<file path="src/rtl/snake_pkg.sv">
// ============================================================================
// snake_pkg : shared types and sizes for the snake game apple/collision path
// Rev 1.0
// ============================================================================
`default_nettype none

package snake_pkg;

  localparam int         MAX_LENGTH = 30;
  localparam int         NUM_WALLS  = 25;
  localparam logic [7:0] WALL_EMPTY = 8'h00;

  typedef logic [3:0] coord_t;

  typedef struct packed {
    coord_t y;
    coord_t x;
  } cell_t;

  typedef enum logic [2:0] {
    IDLE   = 3'd0,
    PICK   = 3'd1,
    CHECK  = 3'd2,
    SCAN   = 3'd3,
    COMMIT = 3'd4,
    FAIL   = 3'd5
  } spawn_state_t;

endpackage

`default_nettype wire

</file>
<file path="src/rtl/spawn_lfsr.sv">
// ============================================================================
// spawn_lfsr : 8-bit Fibonacci LFSR, x^8+x^6+x^5+x^4+1, source of candidate cells
// Rev 1.0
// ============================================================================
`default_nettype none

module spawn_lfsr #(
  parameter logic [7:0] SEED = 8'hA5
) (
  input  logic       clk,
  input  logic       rst,
  input  logic       en_i,
  output logic [7:0] state_o
);

  logic [7:0] lfsr_q;
  logic [7:0] lfsr_d;

  assign lfsr_d = {lfsr_q[6:0], lfsr_q[7] ^ lfsr_q[5] ^ lfsr_q[4] ^ lfsr_q[3]};

  always_ff @(posedge clk or posedge rst) begin
    if (rst) begin
      lfsr_q <= SEED;
    end else if (en_i) begin
      lfsr_q <= lfsr_d;
    end
  end

  assign state_o = lfsr_q;

endmodule

`default_nettype wire

</file>
<file path="src/rtl/apple_spawner.sv">
// ============================================================================
// apple_spawner : owns both apple positions; on an eat request searches for a
//                 free interior cell (random tries, then linear scan) and publishes it
// Rev 1.0
// ============================================================================
`default_nettype none

module apple_spawner #(
  parameter int         MAX_LENGTH = snake_pkg::MAX_LENGTH,
  parameter int         NUM_WALLS  = snake_pkg::NUM_WALLS,
  parameter int         MAX_TRIES  = 16,
  parameter logic [7:0] LFSR_SEED  = 8'hA5,
  parameter logic [7:0] INIT_A1    = 8'h48,
  parameter logic [7:0] INIT_A2    = 8'h4B
) (
  input  logic                              clk,
  input  logic                              rst,
  input  logic                              goodCollision,
  input  logic                              good_collision2,
  input  logic [3:0]                        borderXMin,
  input  logic [3:0]                        borderXMax,
  input  logic [3:0]                        borderYMin,
  input  logic [3:0]                        borderYMax,
  input  logic [3:0]                        snakeHeadX,
  input  logic [3:0]                        snakeHeadY,
  input  logic [3:0]                        snakeArrayX [MAX_LENGTH],
  input  logic [3:0]                        snakeArrayY [MAX_LENGTH],
  input  logic [$clog2(MAX_LENGTH+1)-1:0]   snake_len,
  input  logic [7:0]                        wall_array [NUM_WALLS],
  output logic [3:0]                        AppleX,
  output logic [3:0]                        AppleY,
  output logic [3:0]                        AppleX2,
  output logic [3:0]                        AppleY2,
  output logic                              busy,
  output logic                              spawn_done,
  output logic                              spawn_fail
);

  import snake_pkg::*;

  localparam int TRY_W = $clog2(MAX_TRIES);

  spawn_state_t     state_q, state_d;
  cell_t            apple1_q, apple1_d, apple2_q, apple2_d;
  cell_t            cand_q, cand_d, cursor_q, cursor_d;
  logic [TRY_W-1:0] tries_q, tries_d;
  logic [7:0]       scan_cnt_q, scan_cnt_d;
  logic             prev1_q, prev2_q, rise1_q, rise2_q;
  logic             pend1_q, pend1_d, pend2_q, pend2_d;
  logic             tgt2_q, tgt2_d;
  logic             busy_q, busy_d, done_q, done_d, fail_q, fail_d;
  logic [7:0]       lfsr_state;
  cell_t            eval_cell, other_apple;
  logic             eval_free;

  spawn_lfsr #(.SEED(LFSR_SEED)) u_lfsr (
    .clk     (clk),
    .rst     (rst),
    .en_i    (1'b1),
    .state_o (lfsr_state)
  );

  function automatic logic cell_free(input cell_t c, input cell_t other);
    logic ok;
    ok = (c.x > borderXMin) && (c.x < borderXMax) &&
         (c.y > borderYMin) && (c.y < borderYMax);
    if (c.x == snakeHeadX && c.y == snakeHeadY) ok = 1'b0;
    for (int i = 0; i < MAX_LENGTH; i++) begin
      if (i < int'(snake_len) && c.x == snakeArrayX[i] && c.y == snakeArrayY[i]) ok = 1'b0;
    end
    for (int i = 0; i < NUM_WALLS; i++) begin
      if (wall_array[i] != WALL_EMPTY && wall_array[i] == 8'(c)) ok = 1'b0;
    end
    if (c == other) ok = 1'b0;
    return ok;
  endfunction

  // The cell under test is the random candidate, or the scan cursor once scanning.
  assign eval_cell   = (state_q == SCAN) ? cursor_q : cand_q;
  assign other_apple = tgt2_q ? apple1_q : apple2_q;
  assign eval_free   = cell_free(eval_cell, other_apple);

  always_comb begin
    state_d    = state_q;
    apple1_d   = apple1_q;
    apple2_d   = apple2_q;
    cand_d     = cand_q;
    cursor_d   = cursor_q;
    tries_d    = tries_q;
    scan_cnt_d = scan_cnt_q;
    tgt2_d     = tgt2_q;
    done_d     = 1'b0;
    fail_d     = 1'b0;
    pend1_d    = pend1_q | rise1_q;
    pend2_d    = pend2_q | rise2_q;

    case (state_q)
      IDLE: begin
        if (pend1_q) begin
          tgt2_d  = 1'b0;
          pend1_d = rise1_q;
          state_d = PICK;
        end else if (pend2_q) begin
          tgt2_d  = 1'b1;
          pend2_d = rise2_q;
          state_d = PICK;
        end
      end
      PICK: begin
        cand_d  = cell_t'(lfsr_state);
        state_d = CHECK;
      end
      CHECK, SCAN: begin
        if (eval_free) begin
          if (tgt2_q) apple2_d = eval_cell;
          else        apple1_d = eval_cell;
          done_d  = 1'b1;
          state_d = COMMIT;
        end else if (state_q == CHECK) begin
          if (int'(tries_q) < MAX_TRIES - 1) begin
            tries_d = tries_q + TRY_W'(1);
            state_d = PICK;
          end else begin
            cursor_d.x = borderXMin + 4'd1;
            cursor_d.y = borderYMin + 4'd1;
            scan_cnt_d = 8'd0;
            state_d    = SCAN;
          end
        end else if (scan_cnt_q == 8'd255) begin
          fail_d  = 1'b1;
          state_d = FAIL;
        end else begin
          scan_cnt_d = scan_cnt_q + 8'd1;
          // 5-bit compares keep the wrap test correct for cursor values near 15.
          if ({1'b0, cursor_q.x} + 5'd1 >= {1'b0, borderXMax}) begin
            cursor_d.x = borderXMin + 4'd1;
            if ({1'b0, cursor_q.y} + 5'd1 >= {1'b0, borderYMax}) cursor_d.y = borderYMin + 4'd1;
            else                                                 cursor_d.y = cursor_q.y + 4'd1;
          end else begin
            cursor_d.x = cursor_q.x + 4'd1;
          end
        end
      end
      COMMIT, FAIL: begin
        tries_d = '0;
        state_d = IDLE;
      end
      default: state_d = IDLE;
    endcase

    busy_d = (state_d != IDLE) || pend1_d || pend2_d;
  end

  always_ff @(posedge clk or posedge rst) begin
    if (rst) begin
      state_q    <= IDLE;
      apple1_q   <= cell_t'(INIT_A1);
      apple2_q   <= cell_t'(INIT_A2);
      cand_q     <= '0;
      cursor_q   <= '0;
      tries_q    <= '0;
      scan_cnt_q <= '0;
      tgt2_q     <= 1'b0;
      prev1_q    <= 1'b0;
      prev2_q    <= 1'b0;
      rise1_q    <= 1'b0;
      rise2_q    <= 1'b0;
      pend1_q    <= 1'b0;
      pend2_q    <= 1'b0;
      busy_q     <= 1'b0;
      done_q     <= 1'b0;
      fail_q     <= 1'b0;
    end else begin
      state_q    <= state_d;
      apple1_q   <= apple1_d;
      apple2_q   <= apple2_d;
      cand_q     <= cand_d;
      cursor_q   <= cursor_d;
      tries_q    <= tries_d;
      scan_cnt_q <= scan_cnt_d;
      tgt2_q     <= tgt2_d;
      prev1_q    <= goodCollision;
      prev2_q    <= good_collision2;
      rise1_q    <= goodCollision & ~prev1_q;
      rise2_q    <= good_collision2 & ~prev2_q;
      pend1_q    <= pend1_d;
      pend2_q    <= pend2_d;
      busy_q     <= busy_d;
      done_q     <= done_d;
      fail_q     <= fail_d;
    end
  end

  assign AppleX     = apple1_q.x;
  assign AppleY     = apple1_q.y;
  assign AppleX2    = apple2_q.x;
  assign AppleY2    = apple2_q.y;
  assign busy       = busy_q;
  assign spawn_done = done_q;
  assign spawn_fail = fail_q;

endmodule

`default_nettype wire

</file>
<file path="config.mk">
export PLATFORM = sky130hd
export DESIGN_NAME = apple_spawner
export DESIGN_NICKNAME = d
export VERILOG_FILES = /design/src/rtl/snake_pkg.sv /design/src/rtl/spawn_lfsr.sv /design/src/rtl/apple_spawner.sv
export SDC_FILE = /design/constraint.sdc
export NUM_CORES = 1
export LEC_CHECK = 0
export CORE_MARGIN = 10
export CORE_UTILIZATION = 40
export DETAILED_ROUTE_END_ITERATION = 8
export DONT_BUFFER_PORTS = 1
export GPL_TIMING_DRIVEN = 0
export PLACE_DENSITY = 0.6
export SYNTH_ARGS = -nofsm -noshare
export SYNTH_HDL_FRONTEND = slang
export SYNTH_SLANG_ARGS = --single-unit
</file>
<file path="constraint.sdc">
create_clock -name clk -period 4.9 [get_ports clk]
set_input_delay 0.98 -clock clk [delete_from_list [all_inputs] [get_ports clk]]
set_output_delay 0.98 -clock clk [all_outputs]
set_load 0.005 [all_outputs]
</file>
== Yosys cells after proc, flatten, opt, wreduce, memory -nomap -nowiden ==
Index checks and enable logic that the tools add are counted.
Word-level totals
  bits in registers: 65
  input bits: 473
  output and inout bits: 19
  logic and storage cells: 398
Operators by class
  $add $sub $neg: 8
  magnitude comparators: 37
  equal/unequal tests: 99
  muxes and demuxes: 92
  bitwise operators: 11
  reduce and logical (&&, ||, !) cells: 129
Operator list (count)
  4-bit equality test: 62
  8-bit equality test: 26
  8-bit nonzero test: 25
  1-bit logical AND: 89
  5-bit less-than comparator, first input constant: 14
  1-bit 2-to-1 mux: 70
  8-bit 2-to-1 mux: 8
  4-bit by 5-bit less-than comparator with 1-bit output, first input constant: 8
  4-bit 2-to-1 mux: 6
  4-bit by 1-bit adder with 4-bit output, second input constant: 5
  3-bit by 5-bit less-than comparator with 1-bit output, first input constant: 4
  3-bit 2-to-1 mux: 5
  4-bit by 1-bit adder with 5-bit output, second input constant: 2
  5-bit by 4-bit >= comparator with 1-bit output: 2
  1-bit by 5-bit less-than comparator with 1-bit output, first input constant: 2
  2-bit by 5-bit less-than comparator with 1-bit output, first input constant: 2
  2-bit != test, second input constant: 5
  3-bit one-hot mux with 3 select lines: 1
  8-bit by 1-bit adder with 8-bit output, second input constant: 1
  8-bit equality test, second input constant: 1
  4-bit > comparator: 2
  4-bit less-than comparator: 2
  4-bit one-hot mux with 2 select lines: 1
  4-bit AND reduction: 2
  17 further kinds: 31

== Logic depth before layout (Yosys ltp) ==
  depth in word-level cells: 68
  gate-level depth with buffers: 20
  depth with buffers taken out: 15

== Modules after synthesis ==
A second synthesis with hierarchy kept.
Unflattened totals
  cell total of the unflattened synthesis: 1510
  area, all modules: 11907.7 um^2
Modules (own cells, without submodules)
  apple_spawner: instances 1, cells an instance 1481, area an instance 11527.3 um^2, seq. area each 1433.9 um^2
  spawn_lfsr: instances 1, cells an instance 29, area an instance 380.4 um^2, seq. area each 205.2 um^2

== Worst setup path after synthesis ==
Ideal clock, no wire load.
  path type: register to register
  start point: register state_q[0]
  end point: register apple2_q, in the netlist AppleX2[2]
  library setup time: 0.127 ns
  arrival: 4.007 ns
  required time: 4.773 ns
  slack: 0.766 ns
  cell stages (with the launch flop): 20
  buffers on the path: 4
  clock period less this slack: 4.134 ns
  path through: dfrtp_1 -> buf_4 -> nand3b_4 -> mux2i_2 -> buf_4 -> buf_2 -> inv_1 -> ha_1 -> nand4_1 -> nand3_1 -> a21oi_1 -> o21ai_0 -> nor3_1 -> o211ai_1 -> nor4_1 -> nand4_2 -> nor3_2 -> and2_1 -> buf_4 -> mux2_1
RTL lines
  from (decl): line apple_spawner.sv:43  | spawn_state_t state_q, state_d;
  from (signal assigned): line apple_spawner.sv:174  | state_q <= state_d;
  to (signal assigned): line apple_spawner.sv:158  | apple2_q <= cell_t'(INIT_A2);
  to (signal assigned): line apple_spawner.sv:176  | apple2_q <= apple2_d;
  to (decl): line apple_spawner.sv:44  | cell_t apple1_q, apple1_d, apple2_q, apple2_d;

== Worst setup path after layout ==
  start point: register state_q[0]
  end point: register cursor_q[6] (netlist name)
On the way
  cells in the longest elaborated chain, start to end: 65
  elaborated cells on any way between the ends: 248
  classes of those cells: 4 x order compare; 92 x eq/ne; 59 x mux; 1 x bitwise; 92 x reduce/logical
RTL lines
  3-bit by 2-bit equality test with 1-bit output: line apple_spawner.sv:79, apple_spawner.sv:97
  8-bit 2-to-1 mux: line apple_spawner.sv:79  | assign eval_cell = (state_q == SCAN) ? cursor_q : cand_q;
  4-bit > comparator / 4-bit less-than comparator (equally long branches): line apple_spawner.sv:65  | ok = (c.x > borderXMin) && (c.x < borderXMax) &&
  1-bit logical AND (2 in series): line apple_spawner.sv:65
  1-bit logical AND: line apple_spawner.sv:66  | (c.y > borderYMin) && (c.y < borderYMax);
  1-bit 2-to-1 mux: line apple_spawner.sv:67  | if (c.x == snakeHeadX && c.y == snakeHeadY) ok = 1'b0;
  1-bit 2-to-1 mux (30 in series): line apple_spawner.sv:69  | if (i < int'(snake_len) && c.x == snakeArrayX[i] && c.y == snakeArrayY[i]) ok = 1'b0;
  1-bit 2-to-1 mux (25 in series): line apple_spawner.sv:72  | if (wall_array[i] != WALL_EMPTY && wall_array[i] == 8'(c)) ok = 1'b0;
  1-bit 2-to-1 mux: line apple_spawner.sv:74  | if (c == other) ok = 1'b0;
  1-bit NOT (no line)
  5-bit AND reduction (no line)
  to (signal assigned): line apple_spawner.sv:178  | cursor_q <= cursor_d;
  to (decl): line apple_spawner.sv:45  | cell_t cand_q, cand_d, cursor_q, cursor_d;
Several ways; a longest one is shown, not always the timed one.
A chain may end at the register's enable or synchronous reset.

==> reports/metrics.cfg <==
[clock_tree]
h-tree-depth=3
clk_path_buf_depth=2
cts_sinks=65
clock_latency_ns=0.34
cts_buffers=9
cts_tree=built
cts-root-buf=clkbuf_16
clk_pin_slew_ns=0.06
ctsHoldBuffers=0

[global_route]
track_usage=0.374
antenna_found_initial=0
grt_pass1_vias=13000
overflow=0
grt_busiest_layer=met2
grtUsageMet3=0.134
grt_first_pass_wirelength_um=97800
grt_max_degree=66
globalRouteMet2Util=0.577
met1_usage=0.425

[worst_setup_path]
r2r_start=state_q[0]$_DFF_PP0_
critPathKind=flop to flop
cp_data_arrival_time_ns=5.06
crit_required_ns=5.10
end_kind=flop
cp-start-kind=flop
r2r_cells=14
cp_max_fo=10
r2r_setup_slack_ns=0.04
r2r_end=cursor_q[6]$_DFFE_PP0P_

[route]
drt-vias-per-instance=7.05
dr.pass1.iters=6
routedWlPerCell_um=38.0
drc_errors=0
routed_wirelength_um=72400
vias=13500
antenna_left=0
drtIter0Drc=1899

[sta]
worst_slack_ns=0.0381
whs_ns=0.381
tightest_slew_ns=1.14
fmax_mhz=206
fin_skew_ns=0.0100
finalCriticalPeriod_ns=4.86
drv_slew=0
post-route-period-util=0.992
slew_headroom=0.237
setup_viol=0
final_hold_viol_count=0
rsz0062_at_grt=true

[layout]
finish.net_count=2020
diodes=0
fillers=2927
drive_gt1_frac=0.0899
post_layout_nonfiller_instances=1908
area_delta_synth_final_pct=8.51

[hold_path]
hp-class=flop to flop
worstHoldEndpoint=u_lfsr.state_o[2]$_DFF_PP1_
hold_path_depth=0
min_from=u_lfsr.state_o[1]$_DFF_PP0_

[synth]
synth_common_cells=233 x xnor2_1, 177 x xor2_1, 81 x a21oi_1
synth_top_flop_cell=dfrtp_1
ys_types=78
synth_edf_count=0
syn_avg_cell_area_um2=7.75
syn-num-nets=1997
yosys.area.top_type=xnor2_1
ys_seq_elements=65
ys_seq_area_frac=0.141
synth_area_leaders=xnor2_1 18%, xor2_1 13%, dfrtp_1 12%
synth_most_common_cell=xnor2_1
yosysWarnings=0
mappedNetlistArea_mm2=0.0116
ys_async_sr_fraction=1.00
synthesis.instances=1496
synth_top_area_frac=0.176

[die]
pin_count=492
die_x_um=190
fp.dieH_um=190
dieArea_mm2=0.0362
coreArea_mm2=0.0286
rows=62
start_util=0.405

[flow_run]
maxCapViolCount=0

[placed_design]
gp_congestion=0.997
dp_cells=1881
dp_hpwl_um=57100
portBuffers=0
pre_cts_ws_ns=-1.07

[power]
p_per_area_mw_per_mm2=559
ir_drop_mv=0.282
p_leak_nw=4.63

[run_status]
status=finished, final reports clean

==> cell type report <==
class / instances / area [um^2] / share of cell area
flip-flops and latches: 65 / 1640 / 0.130
plain buffers: 102 / 568 / 0.0451
inverters: 67 / 274 / 0.0218
clock buffers: 10 / 229 / 0.0182
clock inverters: 6 / 43.8 / 0.00348
well taps: 384 / 480 / 0.0382
multi-input cells: 1259 / 9230 / 0.733
repair buffers: 15 / 123 / 0.00974
==> worst max-delay path, cell delays in order, from the launching register on <==
cell and delay, ns:
dfrtp_1 0.36, buf_4 0.16, nand3b_4 0.21, buf_6 0.21, buf_2 0.32, clkbuf_2 0.47
nand2_1 0.11, a21oi_1 0.62, o2111ai_1 0.26, o311ai_1 0.64, nor4_2 0.22, nand4_2 0.29
o21ai_4 0.14, or2_1 0.30, a221oi_1 0.40
==> cells by family after synthesis <==
family          Yosys count  share of synthesized area
mux                      37                     0.0385
compound gates          342                      0.205
simple gates            442                      0.207
xor+xnor                410                      0.310
fa+ha+maj                28                     0.0302
buf+inv                 172                     0.0684
flops                    65                      0.141
==> flip-flops by register name, indices dropped and copies added (netlist names), 3 cells and up <==
name / count
cand_q: 8
cursor_q: 8
scan_cnt_q: 8
u_lfsr.state_o: 8
AppleX2: 4
AppleX: 4
AppleY2: 4
AppleY: 4
tries_q: 4
state_q: 3
==> cells in the final DEF (no fill, tap or decap), drive strengths merged, types with 29 or more instances in the layout <==
cell / count
xnor2: 233
xor2: 177
buf: 83
a21oi: 81
nor4: 78
nand2: 75
inv: 59
dfrtp: 55
nor2: 55
o21ai: 55
nor3: 55
nand4: 47
nand3: 44
clkbuf: 43
mux2i: 29
==> layer usage <==
metal	share of wire	routed length (um)
met1	0.34	24600
met2	0.44	31800
met3	0.14	10100
met4	0.082	5900
met5	0	0
==> where the power goes <==
group / internal (mW) / switching, mW
Clock: 0.344 / 0.253
Combinational: 1.93 / 3.65
Sequential: 0.699 / 0.163
==> how the worst max path moves through the flow <==
stage / from / endpoint / cells after the start
after floorplan: state_q[0]$_DFF_PP0_ / AppleX2[2]$_DFFE_PP0P_ / 19
after global placement: state_q[0]$_DFF_PP0_ / AppleX2[2]$_DFFE_PP0P_ / 19
after detailed placement: state_q[0]$_DFF_PP0_ / AppleY2[3]$_DFFE_PP0P_ / 19
after CTS: state_q[0]$_DFF_PP0_ / AppleX2[2]$_DFFE_PP0P_ / 15
after global routing: state_q[0]$_DFF_PP0_ / AppleY[2]$_DFFE_PP1P_ / 15
final: state_q[0]$_DFF_PP0_ / cursor_q[6]$_DFFE_PP0P_ / 14
==> what timing repair did <==
action / in CTS / in global routing
setup endpoints to repair: 42 / 32
resized for setup: 23 / 14
buffers inserted: 7 / 7
pin swaps: 1 / 2
endpoints found under the hold margin: 0 / 0
==> per-stage QoR <==
| stage | power (mW) | instance area, um^2 | utilization | setup TNS [ns] |
|---|---|---|---|---|
| after global routing | 7.32 | 12600 | 0.440 | -0.223 |
| final | 7.04 | 12600 | 0.440 | 0 |
| after detailed placement | 6.09 | 12100 | 0.422 | -35.31 |
| after floorplan | 4.38 | 11600 | - | 0 |
| after global placement | 6.01 | 12100 | 0.422 | -34.32 |
| after CTS | 6.80 | 12500 | 0.437 | 0 |
Note: power is estimated with default switching activity, not from simulation.
